**src/rtl/hazard_scoreboard.sv**
```systemverilog
// Pipeline hazard scoreboard: operand forwarding selects, data/mult-div stall
// generation, a multiply/divide busy tracker and a saturating stall counter.
module hazard_scoreboard #(
    parameter int NREG    = 32,
    parameter int AW      = 5,
    parameter int MUL_LAT = 5,
    parameter int DIV_LAT = 10,
    parameter int CW      = 16
) (
    input  logic          clk,
    input  logic          reset,
    input  logic [AW-1:0] rs_D,
    input  logic [AW-1:0] rt_D,
    input  logic [1:0]    tuse_rs_D,
    input  logic [1:0]    tuse_rt_D,
    input  logic [AW-1:0] wa_E,
    input  logic [AW-1:0] wa_M,
    input  logic [AW-1:0] wa_W,
    input  logic [1:0]    tnew_E,
    input  logic [1:0]    tnew_M,
    input  logic [AW-1:0] rs_E,
    input  logic [AW-1:0] rt_E,
    input  logic [AW-1:0] rt_M,
    input  logic          md_start_E,
    input  logic          md_div_E,
    input  logic          md_use_D,
    input  logic          flush,
    output logic          stall,
    output logic          clr_E,
    output logic [1:0]    fwd_rs_D,
    output logic [1:0]    fwd_rt_D,
    output logic [1:0]    fwd_rs_E,
    output logic [1:0]    fwd_rt_E,
    output logic          fwd_rt_M,
    output logic          md_busy,
    output logic [CW-1:0] stall_cnt
);

    typedef enum logic [0:0] {
        S_IDLE = 1'b0,
        S_BUSY = 1'b1
    } md_state_t;

    // The busy counter holds latency-1 so that a latency of 1 yields one BUSY cycle.
    localparam logic [3:0] MUL_LOAD = 4'(MUL_LAT - 1);
    localparam logic [3:0] DIV_LOAD = 4'(DIV_LAT - 1);

    generate
        if ((NREG != (1 << AW)) || (MUL_LAT < 1) || (MUL_LAT > 15) ||
            (DIV_LAT < 1) || (DIV_LAT > 15)) begin : g_bad_cfg
            $error("hazard_scoreboard: illegal parameter set");
        end
    endgenerate

    md_state_t      r_state;
    md_state_t      w_state_nxt;
    logic [3:0]     r_cnt;
    logic [3:0]     w_cnt_nxt;
    logic [CW-1:0]  r_stall_cnt;
    logic           w_data_stall;
    logic           w_md_stall;
    logic           w_stall;

    function automatic logic f_match(input logic [AW-1:0] src, input logic [AW-1:0] wa);
        return (src == wa) && (wa != {AW{1'b0}});
    endfunction

    function automatic logic f_src_stall(input logic [AW-1:0] src, input logic [1:0] tuse,
                                         input logic [AW-1:0] wae, input logic [1:0] tne,
                                         input logic [AW-1:0] wam, input logic [1:0] tnm);
        return (f_match(src, wae) && (tuse < tne)) || (f_match(src, wam) && (tuse < tnm));
    endfunction

    // Youngest producer wins; an unready youngest producer falls back to the register file.
    function automatic logic [1:0] f_fwd_d(input logic [AW-1:0] src,
                                           input logic [AW-1:0] wae, input logic [1:0] tne,
                                           input logic [AW-1:0] wam, input logic [1:0] tnm,
                                           input logic [AW-1:0] waw);
        logic [1:0] sel;
        if (f_match(src, wae)) begin
            sel = (tne == 2'd0) ? 2'b01 : 2'b00;
        end else if (f_match(src, wam)) begin
            sel = (tnm == 2'd0) ? 2'b10 : 2'b00;
        end else if (f_match(src, waw)) begin
            sel = 2'b11;
        end else begin
            sel = 2'b00;
        end
        return sel;
    endfunction

    function automatic logic [1:0] f_fwd_e(input logic [AW-1:0] src,
                                           input logic [AW-1:0] wam, input logic [1:0] tnm,
                                           input logic [AW-1:0] waw);
        logic [1:0] sel;
        if (f_match(src, wam) && (tnm == 2'd0)) begin
            sel = 2'b10;
        end else if (f_match(src, waw)) begin
            sel = 2'b11;
        end else begin
            sel = 2'b00;
        end
        return sel;
    endfunction

    // Combinational forwarding selects and stall terms.
    always_comb begin
        w_data_stall = f_src_stall(rs_D, tuse_rs_D, wa_E, tnew_E, wa_M, tnew_M) ||
                       f_src_stall(rt_D, tuse_rt_D, wa_E, tnew_E, wa_M, tnew_M);
        w_md_stall   = reset && md_use_D && ((r_state == S_BUSY) || md_start_E);
        w_stall      = w_data_stall || w_md_stall;
        fwd_rs_D     = f_fwd_d(rs_D, wa_E, tnew_E, wa_M, tnew_M, wa_W);
        fwd_rt_D     = f_fwd_d(rt_D, wa_E, tnew_E, wa_M, tnew_M, wa_W);
        fwd_rs_E     = f_fwd_e(rs_E, wa_M, tnew_M, wa_W);
        fwd_rt_E     = f_fwd_e(rt_E, wa_M, tnew_M, wa_W);
        fwd_rt_M     = f_match(rt_M, wa_W);
    end

    // Multiply/divide next-state logic; flush outranks a new start.
    always_comb begin
        w_state_nxt = r_state;
        w_cnt_nxt   = r_cnt;
        if (flush) begin
            w_state_nxt = S_IDLE;
            w_cnt_nxt   = 4'd0;
        end else if (md_start_E) begin
            w_state_nxt = S_BUSY;
            w_cnt_nxt   = md_div_E ? DIV_LOAD : MUL_LOAD;
        end else begin
            case (r_state)
                S_BUSY: begin
                    if (r_cnt == 4'd0) begin
                        w_state_nxt = S_IDLE;
                    end else begin
                        w_cnt_nxt = r_cnt - 4'd1;
                    end
                end
                S_IDLE: begin
                    w_state_nxt = S_IDLE;
                end
                default: begin
                    w_state_nxt = S_IDLE;
                    w_cnt_nxt   = 4'd0;
                end
            endcase
        end
    end

    // Multiply/divide state register.
    always_ff @(posedge clk or negedge reset) begin
        if (!reset) begin
            r_state <= S_IDLE;
            r_cnt   <= 4'd0;
        end else begin
            r_state <= w_state_nxt;
            r_cnt   <= w_cnt_nxt;
        end
    end

    // Saturating stall-cycle counter.
    always_ff @(posedge clk or negedge reset) begin
        if (!reset) begin
            r_stall_cnt <= {CW{1'b0}};
        end else if (w_stall && (r_stall_cnt != {CW{1'b1}})) begin
            r_stall_cnt <= r_stall_cnt + {{(CW-1){1'b0}}, 1'b1};
        end else begin
            r_stall_cnt <= r_stall_cnt;
        end
    end

    assign stall     = w_stall;
    assign clr_E     = w_stall;
    assign md_busy   = (r_state == S_BUSY);
    assign stall_cnt = r_stall_cnt;

endmodule

```
**config.mk**
```make
export PLATFORM = sky130hd
export DESIGN_NAME = hazard_scoreboard
export DESIGN_NICKNAME = d
export VERILOG_FILES = /design/src/rtl/hazard_scoreboard.sv
export SDC_FILE = /design/constraint.sdc
export NUM_CORES = 1
export LEC_CHECK = 0
export CAP_MARGIN = 20
export CORE_AREA = 10 10 91 93
export CTS_CLUSTER_DIAMETER = 30
export DETAILED_ROUTE_END_ITERATION = 7
export DIE_AREA = 0 0 101 103
export PLACE_DENSITY = 0.74
export SYNTH_ARGS = -nofsm -noshare
export SYNTH_HDL_FRONTEND = slang
export SYNTH_SLANG_ARGS = --single-unit
```
**constraint.sdc**
```tcl
create_clock -name clk -period 2.3 [get_ports clk]
set_input_delay 0.345 -clock clk [delete_from_list [all_inputs] [get_ports clk]]
set_output_delay 0.345 -clock clk [all_outputs]
set_load 0.02 [all_outputs]
```
======== After elaboration in Yosys (flattened, before gate mapping) ========
Cells that the tools add are included.
storage, ports and cells
  flip-flop bits (word level) ............. 21
  input port bits ......................... 54
cells by class
  $add $sub $neg .......................... 2
  magnitude comparators ................... 4
  eq/ne operators ......................... 13
  mux-type cells .......................... 21
  bitwise logic cells ..................... 1
  reduce and logical (&&, ||, !) cells .... 33
operators with widths
  kind                   number
  $eq 5x5->1             11
  $mux 2                 11
  $logic_and 1x1->1      20
  $mux 4                 5
  $add 16x1->16 const B  1
  $ne 16x16->1 const B   1
  $reduce_bool 5->1      3
  $lt 2x2->1             4
  $logic_or 1x1->1       5
  $logic_not 2->1        2
  $logic_not 4->1        1
  $mux 1                 4
  $sub 4x1->4 const B    1
  $ne 3x3->1 const B     1
  $reduce_bool 3->1      1
  $pmux 1 s2             1
  $reduce_and 2->1       1
  $not 1->1              1

======== Depth between registers and ports, before layout ========
Gate-level depths: netlist of the first run.
  word-level depth ........................ 7
  depth in mapped cells ................... 8

======== Least setup slack after synthesis of the first run ========
No wires, ideal clock.
  kind .................................... input-to-output
  from .................................... input port wa_W[2]
  to ...................................... output port fwd_rs_D[0]
  arrival ................................. 1970 ps
  path slack .............................. -15 ps
  stages on the path ...................... 6
  buffers on the path ..................... 1
  cells stage by stage .................... buf_2 or4_1 nor2_1 or4_1 or4_1 mux2i_1
between the ends
  cells in the longest elaborated chain, start to end .. 5
  elaborated cells between the ends (all ways) .. 6
  those cells by class .................... eq/ne (1); mux (3); reduce/logical (2)
RTL lines
  element                                                 RTL line  text
  start, declared                                         18        input logic [AW-1:0] wa_W,
  $eq 5x5->1 / $reduce_bool 5->1 (equally long branches)  65        return (src == wa) && (wa != {AW{1'b0}});
  $logic_and 1x1->1 (*)                                   65
  $mux 2 (*)                                              84        end else if (f_match(src, waw)) begin
  $mux 2 (*)                                              82        end else if (f_match(src, wam)) begin
  $mux 2 (*)                                              80        if (f_match(src, wae)) begin
  end, declared                                           30        output logic [1:0] fwd_rs_D,
Every way passes the cells marked *; elsewhere a longest branch is shown, timed or not.

======== Worst setup path in the final report of the first run ========
  from .................................... input port wa_W[2]
  to ...................................... output port fwd_rt_D[0]
between the ends
  cells in the longest elaborated chain, start to end .. 5
  elaborated cells between the ends (all ways) .. 6
  those cells by class .................... eq/ne (1); mux (3); reduce/logical (2)
RTL lines
  element                                                 RTL line  text
  $eq 5x5->1 / $reduce_bool 5->1 (equally long branches)  65
  $logic_and 1x1->1 (*)                                   65
  $mux 2 (*)                                              84
  $mux 2 (*)                                              82
  $mux 2 (*)                                              80
  end, declared                                           31        output logic [1:0] fwd_rt_D,
Marked as above.

==> impl_metrics.env, run 1 <==
export IMPL_rr_worst_depth=7
export IMPL_fin_cells=434
export IMPL_ys_seq_elements=21
export IMPL_dp_hpwl_mm=5.79
export IMPL_final_net_count=413
export IMPL_yosysSeqAreaShare_pct=23.9
export IMPL_whs_ns=0.454
export IMPL_overflow=0
export IMPL_drt_first_pass_iters=4
export IMPL_r2r_end="stall_cnt[1]$_DFFE_PN0P_"
export IMPL_gp_congestion=0.990
export IMPL_drt_iter0_drc=50
export IMPL_track_usage_pct=13.2
export IMPL_synthFlopType="dfrtp_1"
export IMPL_clk_path_buf_depth=2
export IMPL_cts_tree="done"
export IMPL_skew_ns=0.00299
export IMPL_yosysTopAreaCell="dfrtp_1"
export IMPL_min_period_ns=2.37
export IMPL_worst_slack_ns=-0.0723
export IMPL_yosys_area_top_type_share_pct=23.9
export IMPL_synth_area_leaders="dfrtp_1 24%, xor2_1 15%, xnor2_1 12%"
export IMPL_peakVddDrop_v=0.000448
export IMPL_postRouteAntennaNets=0
export IMPL_drc=0
export IMPL_syn2layout_area_growth_pct=57.3
export IMPL_port_buffers=81
export IMPL_grt_pass1_wl_mm=11.4
export IMPL_row_count=30
export IMPL_grt_antenna_before_repair=3
export IMPL_fin_area_mm2=0.00345
export IMPL_maxClockFrequency_mhz=422
export IMPL_fin_crit_sh_pct=103
export IMPL_setup_viol=5
export IMPL_status="finished with violations"
export IMPL_maxSlewViolCount=0
export IMPL_rsz0062_at_grt="yes"
export IMPL_grt_max_degree=22
export IMPL_crit_top_cell="buf_6"
export IMPL_crit_fanout=4
export IMPL_netlist_instances=230
export IMPL_hold_class="in -> async"
export IMPL_vias=2164
export IMPL_violations="negative setup slack"
export IMPL_dp_cells=422
export IMPL_cp_arrival_ns=2.03
export IMPL_maxCapViolCount=0
export IMPL_r2r_slack_ns=0.25
export IMPL_yosysUniqueCellTypes=50
export IMPL_die_w_um=101
export IMPL_synth_edf_count=0
export IMPL_routed_wl_mm=7.05
export IMPL_core_area_mm2=0.00657
export IMPL_worstSetupPathType="in -> out"
export IMPL_tightest_slew_ns=0.353
export IMPL_ctsRootBufferMaster="clkbuf_8"
export IMPL_cp_cell_sequence="buf_8 -> buf_6 -> buf_6 -> xor2_1 -> or4_1 -> or4_4 -> mux2i_1 -> buf_4"
export IMPL_syn_nets=291
export IMPL_numCtsBuffers=3
export IMPL_cts_hold_buf=0
export IMPL_relSlewSlack_pct=76.5
export IMPL_end_kind="output pin"
export IMPL_worst_skew_pair_late_latency_ns=0.26
export IMPL_max_stage_delay_ns=0.49
export IMPL_power_density_mw_per_mm2=397
export IMPL_timing_rr_start="stall_cnt[0]$_DFFE_PN0P_"
export IMPL_die_area_mm2=0.0104
export IMPL_required_ns=1.96
export IMPL_yosysWarnings=0
export IMPL_multi_input_area_mm2=0.00159
export IMPL_postPlaceCellArea_mm2=0.00334
export IMPL_finalPower_w=0.00137
export IMPL_wl_per_cell_um=16.2
export IMPL_grt_pass1_vias=2464
export IMPL_post_drt_via_cell_ratio=4.99
export IMPL_io_pins=82
export IMPL_ys_async_sr_fraction_pct=100
export IMPL_num_fill_cells=579
export IMPL_die_h_um=103
export IMPL_syn_area_per_cell_um2=9.54
export IMPL_register_area_um2=526
export IMPL_cpMaxStageDelayCell="or4_1"
export IMPL_cts_sinks=21
export IMPL_htreeDepth=1
export IMPL_mappedNetlistArea_mm2=0.00219
export IMPL_clkTransAtPathRegs_ns=0.08
export IMPL_hold_viol_final=0
export IMPL_p_leak_nw=1.48
export IMPL_start_util_pct=33.4
export IMPL_cp_start_kind="primary input"
export IMPL_drive_gt1_share_pct=30.8
-- layer usage --
| metal | up-vias | GRT usage [%] | share of wire [%] |
|---|---|---|---|
| li1 | 1052 | - | - |
| met1 | 1027 | 13.5 | 38 |
| met2 | 75 | 24.0 | 50 |
| met3 | 10 | 5.90 | 10 |
| met4 | 0 | 3.22 | 1.1 |
| met5 | - | 0 | 0 |
-- flip-flops by register name, summed over array words and instances (netlist names) --
name       cells
md_busy        1
r_cnt          4
stall_cnt     16
-- cell families after synthesis --
| group | share of synthesized area, % |
|---|---|
| buffers and inverters | 6.04 |
| XOR/XNOR | 26.3 |
| flip-flops | 23.9 |
| adder cells (fa/ha/maj) | 3.99 |
| AO/OA/AOI/OAI | 17.4 |
| multiplexers | 3.14 |
| AND/OR/NAND/NOR | 19.2 |
-- placed cells by master (no fill, tap or decap), drive strengths merged, types with 2 or more instances in the layout --
| cell type | netlist | layout |
|---|---|---|
| dfrtp | 21 | 21 |
| o31ai | 2 | 2 |
| mux2 | 4 | 4 |
| nand2 | 10 | 10 |
| ha | 7 | 7 |
| nor4 | 5 | 5 |
| clkdlybuf4s50 | 0 | 42 |
| or3 | 2 | 2 |
| a21oi | 9 | 9 |
| inv | 7 | 7 |
| or2 | 2 | 2 |
| and3 | 7 | 7 |
| and2 | 3 | 3 |
| nor3 | 6 | 6 |
| nand4 | 2 | 2 |
| buf | 14 | 62 |
| clkdlybuf4s15 | 0 | 5 |
| o211ai | 7 | 7 |
| nand2b | 5 | 5 |
| nand3 | 7 | 7 |
| xnor2 | 29 | 29 |
| o21ai | 3 | 3 |
| o2111ai | 5 | 5 |
| diode | 0 | 3 |
| clkbuf | 0 | 7 |
| or4 | 5 | 5 |
| mux2i | 2 | 2 |
| a211o | 4 | 4 |
| nor2 | 13 | 13 |
| xor2 | 37 | 37 |
| dlygate4sd2 | 0 | 18 |
| and4 | 2 | 2 |
-- area by class of cell --
| cell class | count | share of cell area (%) |
|---|---|---|
| Antenna cell | 3 | 0.217 |
| Clock buffer | 3 | 1.20 |
| Clock inverter | 1 | 0.145 |
| Inverter | 7 | 0.761 |
| Multi-Input combinational cell | 188 | 46.0 |
| Sequential cell | 21 | 15.2 |
| Tap cell | 80 | 2.90 |
| Timing Repair Buffer | 131 | 33.5 |
-- critical path, delay by kind of cell --
kind | cells | cell delay (ns)
multiplexers | 1 | 0.14
AND/OR/NAND/NOR | 2 | 0.93
XOR/XNOR | 1 | 0.13
buffers and inverters | 4 | 0.48
-- cells in the mapped netlist (2+ instances only) --
cell type	n
xor2_1	37
xnor2_1	29
dfrtp_1	21
nor2_1	13
nand2_1	10
a21oi_1	9
buf_2	9
and3_1	7
ha_1	7
inv_1	7
nand3_1	7
o211ai_2	7
nand2b_1	5
nor3_1	5
or4_1	5
o2111ai_2	4
a211o_1	3
and2_1	3
mux2_1	3
nor4_1	3
buf_4	2
mux2i_1	2
nand4_1	2
o21ai_2	2
o31ai_1	2
or3_1	2
-- repair_timing --
action / 4_1_cts / 5_1_grt
resized for setup: 102 / 26
endpoints found under the setup margin: 21 / 11
pin swaps: 9 / 6
buffers inserted: 2 / 3
-- report_power, final --
| part | internal [W] | switching, W |
|---|---|---|
| registers | 0.000421 | 0.0000545 |
| clock network | 0.000121 | 0.000119 |
| logic | 0.000350 | 0.000306 |
-- how the worst max path moves through the flow --
| stage | from | end | depth (start not counted) |
|---|---|---|---|
| 2_1_floorplan | wa_W[2] | fwd_rs_D[0] | 6 |
| 3_3_place_gp | wa_W[2] | fwd_rt_D[1] | 7 |
| 3_5_place_dp | wa_W[2] | fwd_rt_D[1] | 7 |
| 4_1_cts | wa_W[2] | fwd_rs_D[0] | 7 |
| 5_1_grt | wa_W[2] | fwd_rt_D[0] | 8 |
| 6_report | wa_W[2] | fwd_rt_D[0] | 8 |
-- metrics by stage --
step / worst slack [ns] / utilization (%) / setup TNS [ns]
finish: -0.0723 / 52.6 / -0.178
global route: -0.129 / 52.6 / -0.517
CTS: -0.134 / 51.7 / -0.446
detailed placement: -0.946 / 50.8 / -12.39
global placement: -0.944 / 50.8 / -11.77
floorplan: -0.0149 / - / -0.0508
(Power assumes the default switching activity.)
==> run 2: changes to the inputs <==
CTS_CLUSTER_SIZE = 10   (was unset)
GPL_TIMING_DRIVEN = 0   (was unset)
TNS_END_PERCENT = 20   (was unset)
==> impl_metrics.env, run 2 (synthesized netlist as in run 1, its figures left out) <==
export IMPL_status="finished with violations"
export IMPL_clkTransAtPathRegs_ns=0.08
export IMPL_busiest_layer="met2"
export IMPL_place_ws_ns=-1.21
export IMPL_dp_cells=381
export IMPL_maxCapViolCount=0
export IMPL_routed_wl_mm=6.56
export IMPL_end_kind="output pin"
export IMPL_maxSlewViolCount=0
export IMPL_die_h_um=103
export IMPL_syn2layout_area_growth_pct=46.1
export IMPL_tightest_slew_ns=0.561
export IMPL_fin_area_mm2=0.00321
export IMPL_final_cell_mix="37 x xor2_1, 36 x clkdlybuf4s50_1, 29 x xnor2_1, 21 x dfrtp_1, 17 x buf_4"
export IMPL_final_common_cell="xor2_1"
export IMPL_htreeDepth=1
export IMPL_cp_start_kind="primary input"
export IMPL_rsz0062_at_grt="yes"
export IMPL_drive_gt1_share_pct=28.7
export IMPL_clk_path_buf_depth=2
export IMPL_gr_usage_met3_pct=4.69
export IMPL_path_buf_inv=5
export IMPL_post_drt_via_cell_ratio=5.11
export IMPL_numCtsBuffers=3
export IMPL_gp_congestion=0.836
export IMPL_port_buffers=71
export IMPL_fin_crit_sh_pct=100
export IMPL_ctsRootBufferMaster="clkbuf_8"
export IMPL_p_leak_nw=1.35
export IMPL_use_met1_pct=13.9
export IMPL_grt_antenna_before_repair=0
export IMPL_postRouteAntennaNets=0
export IMPL_finalPower_w=0.00135
export IMPL_grt_pass1_wl_mm=10.6
export IMPL_drt_iter0_drc=24
export IMPL_cp_arrival_ns=1.96
export IMPL_maxClockFrequency_mhz=434
export IMPL_overflow=0
export IMPL_die_w_um=101
export IMPL_hold_class="in -> async"
export IMPL_drc=0
export IMPL_skew_ns=0.00723
export IMPL_relSlewSlack_pct=62.6
export IMPL_cts_tree="done"
export IMPL_worst_slack_ns=-0.00562
export IMPL_row_count=30
export IMPL_final_net_count=379
export IMPL_hold_viol_final=0
export IMPL_path_delay_family="buffers and inverters"
export IMPL_drt_first_pass_iters=4
export IMPL_final_util_pct=48.8
export IMPL_violations="negative setup slack"
export IMPL_grt_max_degree=23
export IMPL_worstSetupPathType="in -> out"
export IMPL_peakVddDrop_v=0.000533
export IMPL_max_stage_delay_ns=0.29
export IMPL_worst_skew_pair_late_latency_ns=0.26
export IMPL_min_period_ns=2.31
export IMPL_dp_hpwl_mm=5.28
export IMPL_cts_hold_buf=0
export IMPL_required_ns=1.96
export IMPL_setup_viol=1
export IMPL_grt_use_met2_pct=21.4
export IMPL_core_area_mm2=0.00657
export IMPL_start_util_pct=33.4
export IMPL_power_density_mw_per_mm2=421
export IMPL_r2r_slack_ns=0.24
export IMPL_track_usage_pct=12.3
export IMPL_cts_sinks=21
export IMPL_die_area_mm2=0.0104
export IMPL_num_antenna_cells=0
export IMPL_fin_cells=397
export IMPL_grt_pass1_vias=2221
export IMPL_postPlaceCellArea_mm2=0.00301
export IMPL_io_pins=82
export IMPL_crit_fanout=3
export IMPL_num_fill_cells=615
export IMPL_wl_per_cell_um=16.5
export IMPL_cp_cell_sequence="buf_2 -> nor4_4 -> a211o_1 -> nor4_4 -> buf_4 -> o2bb2ai_4 -> buf_8 -> or2_4 -> buf_4 -> buf_6"
export IMPL_largest_register_ffs=16
export IMPL_vias=2028
export IMPL_cpMaxStageDelayCell="nor4_4"
[run 2: cell types whose count changed in the layout (fill, tap and decap cells not counted), moves of 5 or more]
cell,before,now
clkdlybuf4s50_1,42,36
buf_4,45,17
dlygate4sd2_1,18,7
buf_2,5,13
buf_12,0,5
[run 2: path summary, 6_finish.rpt]
kind                                            from                        end  cells past startpoint
setup / recovery                             wa_E[1]                      stall                     10
hold / removal                                 reset       r_cnt[2]$_DFFE_PN0P_                      1
hold reg to reg            stall_cnt[10]$_DFFE_PN0P_  stall_cnt[10]$_DFFE_PN0P_                      1
min in group clk           stall_cnt[10]$_DFFE_PN0P_  stall_cnt[10]$_DFFE_PN0P_                      1
setup reg to reg            stall_cnt[0]$_DFFE_PN0P_   stall_cnt[1]$_DFFE_PN0P_                      7
max in group asynchronous                      reset   stall_cnt[5]$_DFFE_PN0P_                      1
[run 2: final cells by class]
class                      count  area [um2]  share of cell area [%]
buffer                        14         169                    5.27
clock buffer                   4        45.0                    1.41
inverter                       7        26.3                   0.820
multi-input combinational    188        1620                    50.5
sequential                    21         526                    16.4
tap                           80         100                    3.12
timing repair buffer          83         721                    22.5
[run 2: timing repair]
action                                  CTS  global route
endpoints found under the setup margin   26            10
pin swaps                                 7             9
buffers inserted                          5             7
resized for setup                       119            34
[run 2: power breakdown]
part / internal (W) / switching (W)
logic: 0.000325 / 0.000300
clock network: 0.000124 / 0.000124
registers: 0.000420 / 0.0000555
[run 2: per-stage QoR]
stage	hold WS [ns]	TNS, ns
3_5_place_dp	0.481	-13.06
3_3_place_gp	0.479	-12.68
2_1_floorplan	0.0494	-0.0508
5_1_grt	0.184	-0.0763
4_1_cts	0.176	-0.0552
6_report	0.152	-0.00562
[run 2: metal layers]
metal  part of all wire, %  wire [um]
met5                     0          0
met4                  0.96         63
met3                   9.6        630
met2                    48       3130
met1                    42       2740
==> run 3: changes to the inputs <==
CORE_AREA = 10 10 81 83   (was 10 10 91 93)
CTS_CLUSTER_DIAMETER = 80   (was 30)
DIE_AREA = 0 0 91 93   (was 0 0 101 103)
PLACE_DENSITY = 0.9   (was 0.74)
==> impl_metrics.env, run 3 (synthesized netlist as in run 1, its figures left out) <==
export IMPL_max_stage_delay_ns=0.54
export IMPL_grt_pass1_wl_mm=10.4
export IMPL_row_count=26
export IMPL_net_switching_power_w=0.000467
export IMPL_min_period_ns=2.27
export IMPL_grt_antenna_before_repair=0
export IMPL_hold_viol_final=0
export IMPL_grt_use_met2_pct=25.9
export IMPL_drt_iter0_drc=26
export IMPL_power_frac_clock_pct=18.2
export IMPL_skew_ns=0.00139
export IMPL_cts_hold_buf=0
export IMPL_final_util_pct=61.5
export IMPL_cts_tree="done"
export IMPL_maxClockFrequency_mhz=440
export IMPL_die_w_um=91
export IMPL_grt_max_degree=23
export IMPL_num_fill_cells=436
export IMPL_fin_crit_sh_pct=98.8
export IMPL_drive_gt1_share_pct=26.8
export IMPL_crit_fanout=6
export IMPL_p_seq_share_pct=36.0
export IMPL_dp_hpwl_mm=5.16
export IMPL_num_antenna_cells=0
export IMPL_cpMaxStageDelayCell="or4_4"
export IMPL_port_buffers=71
export IMPL_numCtsBuffers=3
export IMPL_p_leak_nw=1.31
export IMPL_die_h_um=93
export IMPL_cp_arrival_ns=1.93
export IMPL_vias=1989
export IMPL_peakVddDrop_v=0.000251
export IMPL_switching_share_pct=35.4
export IMPL_htreeDepth=1
export IMPL_clkTransAtPathRegs_ns=0.07
export IMPL_gr_usage_met3_pct=5.60
export IMPL_cts_sinks=21
export IMPL_gp_congestion=0.850
export IMPL_worstSetupPathType="in -> out"
export IMPL_track_usage_pct=14.6
export IMPL_rsz0062_at_grt="yes"
export IMPL_final_net_count=372
export IMPL_required_ns=1.96
export IMPL_clk_path_buf_depth=2
export IMPL_whs_ns=0.151
export IMPL_power_density_mw_per_mm2=428
export IMPL_routed_wl_mm=6.20
export IMPL_cp_cell_sequence="buf_6 -> or4_4 -> nor2_2 -> or4_4 -> or4_4 -> a21oi_1 -> buf_4"
export IMPL_overflow=0
export IMPL_io_pins=82
export IMPL_wl_per_cell_um=16.3
export IMPL_finalPower_w=0.00132
export IMPL_crit_top_cell="or4_4"
export IMPL_start_util_pct=43.8
export IMPL_syn2layout_area_growth_pct=40.4
export IMPL_final_common_cell="xor2_1"
export IMPL_final_cell_mix="37 x xor2_1, 36 x clkdlybuf4s50_1, 29 x xnor2_1, 21 x dfrtp_1, 13 x buf_2"
export IMPL_die_area_mm2=0.00846
export IMPL_setup_viol=0
export IMPL_r2r_slack_ns=0.20
export IMPL_p_int_w=0.000852
export IMPL_core_area_mm2=0.00501
export IMPL_busiest_layer="met2"
export IMPL_drt_first_pass_iters=4
export IMPL_postRouteAntennaNets=0
export IMPL_maxCapViolCount=0
export IMPL_hold_class="in -> async"
export IMPL_relSlewSlack_pct=64.3
export IMPL_drc=0
export IMPL_grt_pass1_vias=2234
export IMPL_worst_skew_pair_late_latency_ns=0.26
export IMPL_use_met1_pct=15.9
export IMPL_maxSlewViolCount=0
export IMPL_status="completed"
export IMPL_post_drt_via_cell_ratio=5.23
export IMPL_cp_start_kind="primary input"
export IMPL_worst_slack_ns=0.0282
export IMPL_largest_register_ffs=16
export IMPL_tightest_slew_ns=0.535
export IMPL_end_kind="output pin"
export IMPL_ctsRootBufferMaster="clkbuf_8"
export IMPL_pwr_share_comb_pct=45.8
export IMPL_place_ws_ns=-1.16
## run 3: final cells by class
type / instances / area, um2 / area share [%]
plain buffers: 13 / 118 / 3.82
clock buffers: 4 / 45.0 / 1.46
inverters: 7 / 26.3 / 0.853
multi-input cells: 188 / 1610 / 52.1
flip-flops and latches: 21 / 526 / 17.1
well taps: 70 / 87.6 / 2.84
repair buffers: 77 / 674 / 21.9
## run 3: power groups by stage
stage | sequential (W) | clock, W | combinational [W]
2_1_floorplan | 0.000528 | 0 | 0.000276
3_3_place_gp | 0.000479 | 0 | 0.000580
3_5_place_dp | 0.000483 | 0 | 0.000601
4_1_cts | 0.000476 | 0.000243 | 0.000612
5_1_grt | 0.000485 | 0.000265 | 0.000653
6_report | 0.000475 | 0.000240 | 0.000604
## run 3: critical path: cells and delay by family
| family | cells | cell delay [ns] |
|---|---|---|
| AO/OA/AOI/OAI | 1 | 0.15 |
| buffers and inverters | 2 | 0.27 |
| AND/OR/NAND/NOR | 4 | 1.16 |
## run 3: repair_timing
item,in CTS,in global routing
endpoints found under the setup margin,24,11
resized for setup,111,32
pin swaps,12,7
setup buffers,6,0
## run 3: final timing paths
check                                    startpoint                  endpoint  cells after the start
max                                         wa_W[3]               fwd_rs_D[1]                      7
min                                           reset      r_cnt[2]$_DFFE_PN0P_                      1
max reg2reg                stall_cnt[0]$_DFFE_PN0P_  stall_cnt[8]$_DFFE_PN0P_                      8
min reg2reg                stall_cnt[9]$_DFFE_PN0P_  stall_cnt[9]$_DFFE_PN0P_                      1
max in group asynchronous                     reset  stall_cnt[1]$_DFFE_PN0P_                      1
min in group clk           stall_cnt[9]$_DFFE_PN0P_  stall_cnt[9]$_DFFE_PN0P_                      1
## run 3: layer usage
layer / routed length (um) / vias up
met4: 65 / 0
met1: 2500 / 934
met2: 3070 / 79
li1: - / 970
met5: 0 / -
met3: 559 / 6
## run 3: per-stage QoR
step	cell area (um2)	cells	setup TNS (ns)
4_1_cts	3110	381	-0.0725
5_1_grt	3080	380	-0.0198
2_1_floorplan	2190	230	-0.0508
3_5_place_dp	2990	371	-11.60
6_report	3080	380	0
3_3_place_gp	2990	371	-11.50
